$ cat config.mk
export PLATFORM = sky130hd
export DESIGN_NAME = keypress_encoder_flat
export DESIGN_NICKNAME = d
export VERILOG_FILES = /design/src/rtl/keypress_encoder_if.sv /design/src/rtl/keypress_encoder.sv /design/src/flat_wrapper.sv
export SDC_FILE = /design/constraint.sdc
export NUM_CORES = 1
export LEC_CHECK = 0
export ABC_AREA = 1
export CORE_ASPECT_RATIO = 2
export CORE_UTILIZATION = 51
export DETAILED_ROUTE_END_ITERATION = 8
export PLACE_DENSITY_LB_ADDON = 0.1
export SETUP_SLACK_MARGIN = 0.15
export SYNTH_ARGS = -nofsm -noshare
export SYNTH_HDL_FRONTEND = slang
export SYNTH_SLANG_ARGS = --single-unit
$ cat constraint.sdc
create_clock -name Clk -period 2.12 [get_ports Clk]
set_input_delay 0.212 -clock Clk [delete_from_list [all_inputs] [get_ports Clk]]
set_output_delay 0.212 -clock Clk [all_outputs]
set_load 0.01 [all_outputs]
$ cat src/rtl/keypress_encoder_if.sv
// Command/keycode bus between a move-command producer and keypress_encoder.
// master = command producer side, slave = encoder side.
interface keypress_encoder_if #(
    parameter int unsigned FIFO_DEPTH = 4
);
    localparam int unsigned LVL_W = $clog2(FIFO_DEPTH) + 1;

    logic [3:0]       cmd;
    logic             cmd_valid;
    logic             cmd_ready;
    logic [7:0]       keycode;
    logic             busy;
    logic [LVL_W-1:0] fifo_level;
    logic             cmd_err;

    modport master (
        output cmd, cmd_valid,
        input  cmd_ready, keycode, busy, fifo_level, cmd_err
    );

    modport slave (
        input  cmd, cmd_valid,
        output cmd_ready, keycode, busy, fifo_level, cmd_err
    );
endinterface

$ cat src/rtl/keypress_encoder.sv
// keypress_encoder: queues 4-bit move commands and plays each one out as a
// timed keycode press followed by a 0x00 release.
// Optional feature macro: KEYPRESS_ENCODER_DROP_MERGE_EN -- back-to-back S
// (drop) commands extend one continuous press instead of re-pressing.
module keypress_encoder #(
    parameter int unsigned PRESS_CYCLES   = 4,
    parameter int unsigned RELEASE_CYCLES = 4,
    parameter int unsigned FIFO_DEPTH     = 4
) (
    input  logic              Clk,
    input  logic              Reset,
    keypress_encoder_if.slave bus
);
    localparam int unsigned PTR_W = $clog2(FIFO_DEPTH);
    localparam int unsigned LVL_W = PTR_W + 1;
    localparam int unsigned CNT_W = 8;
    localparam logic [CNT_W-1:0] PRESS_LOAD   = CNT_W'(PRESS_CYCLES - 1);
    localparam logic [CNT_W-1:0] RELEASE_LOAD = CNT_W'(RELEASE_CYCLES - 1);
`ifdef KEYPRESS_ENCODER_DROP_MERGE_EN
    localparam logic [7:0] KEY_S = 8'h16;
`endif

    typedef enum logic [1:0] {
        ST_IDLE,
        ST_PRESS,
        ST_RELEASE
    } state_e;

    state_e           state_q, state_d;
    logic [CNT_W-1:0] cnt_q, cnt_d;
    logic [7:0]       keycode_q, keycode_d;
    logic             cmd_err_q, cmd_err_d;
    logic             busy_q, busy_d;
    logic             cmd_ready_q, cmd_ready_d;
    logic [PTR_W-1:0] wr_ptr_q, wr_ptr_d;
    logic [PTR_W-1:0] rd_ptr_q, rd_ptr_d;
    logic [LVL_W-1:0] level_q, level_d;
    logic [3:0]       mem_q [FIFO_DEPTH];

    logic             push;
    logic             pop;
    logic             fifo_nonempty;
    logic [3:0]       head_cmd;
    logic [7:0]       head_key;
    logic             head_ok;

    // Decode the FIFO head into its keycode and validity.
    always_comb begin
        head_cmd = mem_q[rd_ptr_q];
        head_key = 8'h00;
        head_ok  = 1'b1;
        case (head_cmd)
            4'd1:    head_key = 8'h1A;
            4'd2:    head_key = 8'h04;
            4'd3:    head_key = 8'h16;
            4'd4:    head_key = 8'h07;
            4'd5:    head_key = 8'h15;
            default: head_ok  = 1'b0;
        endcase
    end

    // Next-state logic for the press/release sequencer and the command FIFO.
    always_comb begin
        state_d       = state_q;
        cnt_d         = cnt_q;
        keycode_d     = keycode_q;
        cmd_err_d     = 1'b0;
        pop           = 1'b0;
        fifo_nonempty = (level_q != '0);
        push          = bus.cmd_valid && cmd_ready_q;

        case (state_q)
            ST_IDLE: begin
                keycode_d = 8'h00;
                if (fifo_nonempty) begin
                    pop = 1'b1;
                    if (head_ok) begin
                        keycode_d = head_key;
                        cnt_d     = PRESS_LOAD;
                        state_d   = ST_PRESS;
                    end else begin
                        cmd_err_d = 1'b1;
                    end
                end
            end
            ST_PRESS: begin
                if (cnt_q == '0) begin
`ifdef KEYPRESS_ENCODER_DROP_MERGE_EN
                    // A queued drop extends the held S key without a release.
                    if (keycode_q == KEY_S && fifo_nonempty && head_cmd == 4'd3) begin
                        pop   = 1'b1;
                        cnt_d = PRESS_LOAD;
                    end else begin
                        keycode_d = 8'h00;
                        cnt_d     = RELEASE_LOAD;
                        state_d   = ST_RELEASE;
                    end
`else
                    keycode_d = 8'h00;
                    cnt_d     = RELEASE_LOAD;
                    state_d   = ST_RELEASE;
`endif
                end else begin
                    cnt_d = cnt_q - CNT_W'(1);
                end
            end
            ST_RELEASE: begin
                keycode_d = 8'h00;
                if (cnt_q == '0) begin
                    state_d = ST_IDLE;
                end else begin
                    cnt_d = cnt_q - CNT_W'(1);
                end
            end
            default: begin
                state_d   = ST_IDLE;
                keycode_d = 8'h00;
            end
        endcase

        wr_ptr_d    = wr_ptr_q + PTR_W'(push);
        rd_ptr_d    = rd_ptr_q + PTR_W'(pop);
        level_d     = level_q + LVL_W'(push) - LVL_W'(pop);
        cmd_ready_d = (level_d != LVL_W'(FIFO_DEPTH));
        busy_d      = (state_d != ST_IDLE) || (level_d != '0);
    end

    // State and registered outputs; reset drops keycode and discards the queue.
    always_ff @(posedge Clk or negedge Reset) begin
        if (!Reset) begin
            state_q     <= ST_IDLE;
            cnt_q       <= '0;
            keycode_q   <= 8'h00;
            cmd_err_q   <= 1'b0;
            busy_q      <= 1'b0;
            cmd_ready_q <= 1'b1;
            wr_ptr_q    <= '0;
            rd_ptr_q    <= '0;
            level_q     <= '0;
        end else begin
            state_q     <= state_d;
            cnt_q       <= cnt_d;
            keycode_q   <= keycode_d;
            cmd_err_q   <= cmd_err_d;
            busy_q      <= busy_d;
            cmd_ready_q <= cmd_ready_d;
            wr_ptr_q    <= wr_ptr_d;
            rd_ptr_q    <= rd_ptr_d;
            level_q     <= level_d;
        end
    end

    // FIFO storage; contents are don't-care while the level says empty.
    always_ff @(posedge Clk) begin
        if (push) begin
            mem_q[wr_ptr_q] <= bus.cmd;
        end
    end

    assign bus.keycode    = keycode_q;
    assign bus.cmd_err    = cmd_err_q;
    assign bus.busy       = busy_q;
    assign bus.cmd_ready  = cmd_ready_q;
    assign bus.fifo_level = level_q;
endmodule

$ cat src/flat_wrapper.sv
// flat-port wrapper written by rule: the top's interface ports become plain ports
module keypress_encoder_flat 
#(
    parameter int unsigned PRESS_CYCLES   = 4,
    parameter int unsigned RELEASE_CYCLES = 4,
    parameter int unsigned FIFO_DEPTH     = 4
)
  (Clk, Reset, bus_cmd, bus_cmd_valid, bus_cmd_ready, bus_keycode, bus_busy, bus_fifo_level, bus_cmd_err);
  keypress_encoder_if #(.FIFO_DEPTH(FIFO_DEPTH)) bus_i ();
  input  logic Clk;
  input  logic Reset;
  input wire logic [$bits(bus_i.cmd)-1:0] bus_cmd;
  input wire logic [$bits(bus_i.cmd_valid)-1:0] bus_cmd_valid;
  output wire logic [$bits(bus_i.cmd_ready)-1:0] bus_cmd_ready;
  output wire logic [$bits(bus_i.keycode)-1:0] bus_keycode;
  output wire logic [$bits(bus_i.busy)-1:0] bus_busy;
  output wire logic [$bits(bus_i.fifo_level)-1:0] bus_fifo_level;
  output wire logic [$bits(bus_i.cmd_err)-1:0] bus_cmd_err;
  assign bus_i.cmd = bus_cmd;
  assign bus_i.cmd_valid = bus_cmd_valid;
  assign bus_cmd_ready = bus_i.cmd_ready;
  assign bus_keycode = bus_i.keycode;
  assign bus_busy = bus_i.busy;
  assign bus_fifo_level = bus_i.fifo_level;
  assign bus_cmd_err = bus_i.cmd_err;
  keypress_encoder #(.PRESS_CYCLES(PRESS_CYCLES), .RELEASE_CYCLES(RELEASE_CYCLES), .FIFO_DEPTH(FIFO_DEPTH)) u_core (.Clk(Clk), .Reset(Reset), .bus(bus_i));
endmodule
==> metrics.yaml, run 1 <==
outcome:
  outcome: "complete, but fails checks"
  violations: "setup timing"
die:
  die_y_um: 94.6
  num_rows: 33
  start_util_pct: 53.5
  io_pins: 21
  core-area_um2: 4090
  die_area_um2: 4570
  die_x_um: 48.3
worst_setup_path:
  path_cells: "inv_2 -> ha_4 -> inv_2 -> nor2_2 -> ha_1 -> inv_1 -> ha_2 -> fa_2 -> xnor2_2 -> xor2_1 -> nor3_1 -> nand3_1"
  critPathSlowestCell: "dfrtp_1"
  crit_path_end_kind: "register"
  path_max_fanout: 2
  worstSetupStartpointType: "register"
  crit_top_cell: "inv_2"
  r2r_slack_ns: -0.02
  r2r_start: "u_core.state_q[0]"
  worst-setup-path-type: "reg2reg"
  max_stage_delay_ns: 0.37
  cp.arrival_ns: 2.31
  cp.required_ns: 2.29
  critPathLaunch: "u_core.state_q[0]"
synth:
  ys_seq_area_share_pct: 50.6
  avgSynthCellArea_um2: 9.31
  synth-xor-area-share_pct: 3.20
  synth-adder-area-share_pct: 6.64
  yosys_warnings: 0
  synthFlopType: "dfrtp_1"
  netlist.top_cell.by_area: "dfrtp_1"
  netlist_area_um2: 2190
  synth-simple-area-share_pct: 25.1
  syn_inst: 235
  synthArstFlopShare_pct: 61.0
  muxShareOfSynthArea_pct: 0
  synth_top_family_by_area: "simple AND/OR/NAND/NOR gates"
  synth.distinct_cells: 30
  synth_compound_area_share_pct: 5.84
  yosys.cell_count.top_type: "nand2_1"
  ys_top_cells_by_count: "nand2_1, inv_1, dfrtp_1"
  ys_ff_latch: 41
  synth_top_area_share_pct: 27.5
  synth_edf_count: 16
  yosys-top-cells-area: "dfrtp_1, edfxtp_1, nand2_1"
layout:
  nNetsFinal: 297
  instances_no_fill: 332
  drive_gt1_share_pct: 25.4
  areaGrowthSynthToFinish_pct: 23.7
  diodes: 0
  nFillCells: 339
  regArea_um2: 1110
  multi_input_area_um2: 945
global_routing:
  grt_busiest_layer: "met2"
  grt_pass1_wl_um: 7100
  grt_antenna_before_repair: 0
  grt_max_degree: 26
  use_met3_pct: 2.90
  grt-ovfl-total: 0
  met2_usage_pct: 45.2
  track_usage_pct: 21.1
  met1_usage_pct: 18.4
  grt_pass1_vias: 1653
power_and_ir_drop:
  p_total_w: 0.00441
  power_leakage_nw: 1.30
  powerDensity_nw_per_um2: 1630
  peakVddDrop_mv: 1.17
drt:
  postRouteAntennaNets: 0
  routed_wl_um: 4320
  drc: 0
  vias: 1631
  drt-initial-drc-count: 36
  routedWlPerCell_um: 13.0
  via_per_inst: 4.91
  first_pass_iters: 4
sta:
  worst_clock_skew_ns: 0.00747
  rsz0062_at_grt: "true"
  fmax_mhz: 468
  finalHoldViolations: 0
  finalCriticalPeriod_ns: 2.14
  slew_viol_final: 0
  setup_viol: 1
  fin_ws_ns: -0.0190
  fin_crit_sh_pct: 101
  timing.hold.ws_ns: 0.279
clock_tree:
  path_clk_slew_ns: 0.08
  numCtsBuffers: 5
  cts_sinks: 41
  htreeDepth: 2
  cts_tree: "done"
  clock-root-buffer: "clkbuf_8"
  cts.path.max_buffers: 2
  clock_latency_ns: 0.29
hold_path:
  hold_class: "in2async"
placement:
  placedCellCount: 318
  gp_congestion: 0.898
  dpl.hpwl_um: 3320
  port_buffers: 17
  post-place-ws_ns: -0.0907
run:
  cap_violations: 0
[where the power goes]
group          switching (W)  internal, W  leakage [nW]  total (W)
logic                0.00140      0.00108         0.786    0.00248
clock network       0.000259     0.000349        0.0552   0.000608
registers           0.000223      0.00110         0.459    0.00132
[critical path, delay by kind of cell, from the launching register on]
| family | cells | cell delay, ns |
|---|---|---|
| DFF | 1 | 0.37 |
| adders and majority gates | 4 | 0.94 |
| and+or+nand+nor | 3 | 0.27 |
| xor gates and xnor gates | 2 | 0.29 |
| buffers and inverters | 3 | 0.15 |
[metal layers]
| layer | share of wire (%) | wire, um |
|---|---|---|
| met5 | 0 | 0 |
| met4 | 2.2 | 97 |
| met3 | 2.0 | 86 |
| met2 | 61 | 2640 |
| met1 | 35 | 1500 |
[final timing paths]
| check | cells after the start | end |
|---|---|---|
| worst min register to register | 2 | u_core.bus.keycode[0] |
| worst min-delay path | 2 | u_core.bus.keycode[4] |
| worst max-delay path | 12 | u_core.bus.busy |
| max in group asynchronous | 2 | u_core.bus.cmd_ready |
| min in group Clk | 2 | u_core.bus.keycode[0] |
| worst max register to register | 12 | u_core.bus.busy |
[flip-flops by register name, indices dropped and copies added, names as in the netlist]
name and flops:
u_core.rd_ptr_q 2, u_core.wr_ptr_q 2, u_core.bus.cmd_err 1, u_core.bus.busy 1, u_core.bus.keycode 5, u_core.cnt_q 8, u_core.bus.cmd_ready 1, u_core.bus.fifo_level 3
u_core.state_q 2, u_core.mem_q 16
[area by class of cell]
cell class / instances / share of cell area [%]
clock buffers: 6 / 2.68
well taps: 52 / 2.41
clock inverters: 2 / 1.30
inverters: 32 / 4.72
repair buffers: 41 / 13.0
multi-input cells: 158 / 34.9
flip-flops and latches: 41 / 41.0
[cell families after synthesis]
kind of cell             after synthesis
AND/OR/NAND/NOR                      118
other                                  1
AO/OA/AOI/OAI                         18
buffers and inverters                 38
XOR/XNOR                               8
flip-flops                            41
adder cells (fa/ha/maj)               11
[repair_timing]
action	CTS	global route
gates resized for setup	4	2
pin swaps	1	0
setup endpoints to repair	3	11
hold buffers	0	0
buffers inserted	2	4
[cells in the final DEF, fill, tap and decap left out, types with 2 or more instances in the layout]
cell             instances
a21oi_1                  4
buf_4                   24
clkbuf_8                 5
clkdlybuf4s50_1         17
conb_1                   3
dfrtp_1                 22
dfrtp_2                  2
edfxtp_1                16
ha_1                     8
inv_1                   27
inv_2                    4
nand2_1                 59
nand2_2                 10
nand2_4                  2
nand3_1                 19
nand3_2                  4
nor2_1                  10
nor3_1                   9
o21ai_0                  2
o21ai_2                  8
or2_2                    2
xor2_1                   7
[per-stage QoR]
step	cell area, um2	util (%)	setup TNS, ns
finish	2710	66.2	-0.0190
global route	2710	66.2	-0.310
CTS	2670	65.4	-0.0355
detailed placement	2530	62.0	-0.102
global placement	2530	62.0	-0.0406
floorplan	2220	-	-0.106
No activity file was read; power rests on OpenSTA's default activity.
==> inputs of run 2 (changes only) <==
Settings changed: CAP_MARGIN from default to 25.
==> results of run 2 <==
The final DEF is identical to that of run 1; final timing and power are the same.
==> inputs of run 3 (changes only) <==
Settings changed: CORE_UTILIZATION 51 to 53, CTS_BUF_LIST from default to sky130_fd_sc_hd__clkbuf_2, TNS_END_PERCENT from default to 1.
==> metrics.yaml, run 3 (synthesized netlist as in run 1, its figures left out) <==
outcome:
  outcome: "complete, but fails checks"
  violations: "setup timing"
die:
  die_y_um: 92.8
  io_pins: 21
  die_x_um: 47.4
  die_area_um2: 4400
  num_rows: 32
  core-area_um2: 3880
  start_util_pct: 56.3
layout:
  drive_gt1_share_pct: 23.3
  nFillCells: 349
  largest_register_ffs: 16
  nNetsFinal: 292
  diodes: 0
  areaGrowthSynthToFinish_pct: 20.0
  final_common_cell: "nand2_1"
  utilization_pct: 67.6
  layout_common_cells: "nand2_1, inv_1, dfrtp_1"
  design_area_um2: 2620
  largest-register: "u_core.mem_q"
  regArea_um2: 1110
  multi_input_area_um2: 945
  instances_no_fill: 326
sta:
  slew_viol_final: 0
  finalHoldViolations: 0
  fmax_mhz: 447
  worst_clock_skew_ns: 0.00867
  setup_viol: 3
  fin_crit_sh_pct: 106
  fin_ws_ns: -0.119
  rsz0062_at_grt: "true"
  finalCriticalPeriod_ns: 2.24
clock_tree:
  cts.path.max_buffers: 2
  cts_sinks: 41
  cts_tree: "done"
  numCtsBuffers: 5
  path_clk_slew_ns: 0.21
  clock-root-buffer: "clkbuf_2"
  clock_latency_ns: 0.40
  cts_hold_buf: 0
  htreeDepth: 2
drt:
  postRouteAntennaNets: 0
  drc: 0
  routedWlPerCell_um: 13.2
  via_per_inst: 4.99
  routed_wl_um: 4320
  vias: 1628
  drt-initial-drc-count: 53
  first_pass_iters: 4
placement:
  port_buffers: 17
  dpl.hpwl_um: 3340
  dpl_cell_area_um2: 2520
  gp_congestion: 0.859
  post-place-ws_ns: -0.112
  placedCellCount: 317
global_routing:
  grt_antenna_before_repair: 0
  grt_max_degree: 26
  grt_pass1_wl_um: 7360
  grt-ovfl-total: 0
  track_usage_pct: 24.2
  grt_pass1_vias: 1692
worst_setup_path:
  cp.required_ns: 2.43
  worst-setup-path-type: "reg2reg"
  crit_path_end_kind: "register"
  cp.arrival_ns: 2.55
  worstSetupStartpointType: "register"
  path_max_fanout: 2
power_and_ir_drop:
  peakVddDrop_mv: 1.16
  powerDensity_nw_per_um2: 1600
  power_leakage_nw: 1.26
run:
  cap_violations: 0
hold_path:
  hold_class: "in2async"
run 3: cell types whose count changed in the layout (fill, tap and decap cells not counted), sizes merged:
cell / change
buf: -5
clkbuf: -1
clkinvlp: +1
run 3: final timing paths:
check	start	cells after the start	to	slack (ns)
max	u_core.bus.fifo_level[1]	10	u_core.bus.busy	-0.12
min	Reset	2	u_core.rd_ptr_q[1]	0.15
max reg2reg	u_core.bus.fifo_level[1]	10	u_core.bus.busy	-0.12
min reg2reg	u_core.cnt_q[0]	2	u_core.cnt_q[0]	0.52
max in group asynchronous	Reset	2	u_core.bus.cmd_ready	1.67
min in group Clk	bus_cmd[2]	1	u_core.mem_q[3][2]	0.43
run 3: critical path: stages, from the launching register on:
cell and delay [ns]:
dfrtp_1 0.45, nor3_4 0.21, nor2_2 0.07, ha_1 0.28
inv_1 0.04, ha_2 0.17, fa_2 0.35, xnor2_2 0.14
xor2_1 0.16, nor3_1 0.17, nand3_1 0.09
run 3: power breakdown:
part,switching (W),internal [W]
Combinational,0.00139,0.00104
Clock,0.000258,0.000195
Sequential,0.000224,0.00109
run 3: timing repair:
item	CTS	global route
pin swaps	3	5
setup buffers	0	1
resized for setup	4	3
endpoints found under the setup margin	3	8
gates cloned	0	0
run 3: layout make-up:
cell class,count,area share [%]
clock inverter,3,1.57
sequential,41,42.3
multi-input combinational,158,36.0
tap,51,2.43
inverter,32,4.86
timing repair buffer,36,11.9
clock buffer,5,0.954
run 3: per-layer routing:
metal / vias up / share of wire, % / global-route usage [%]
met2: 27 / 60 / 45.2
li1: 823 / - / -
met3: 8 / 1.8 / 2.92
met1: 770 / 35 / 23.6
met5: - / 0 / 0
met4: 0 / 3.2 / 11.0
run 3: through the flow:
step	total power, W	hold slack, ns	setup TNS [ns]
after floorplan	0.00296	-0.0836	-0.115
after global placement	0.00360	0.471	-0.0589
after detailed placement	0.00365	0.477	-0.178
after CTS	0.00417	0.147	-0.145
after global routing	0.00457	0.156	-0.494
final	0.00419	0.150	-0.179
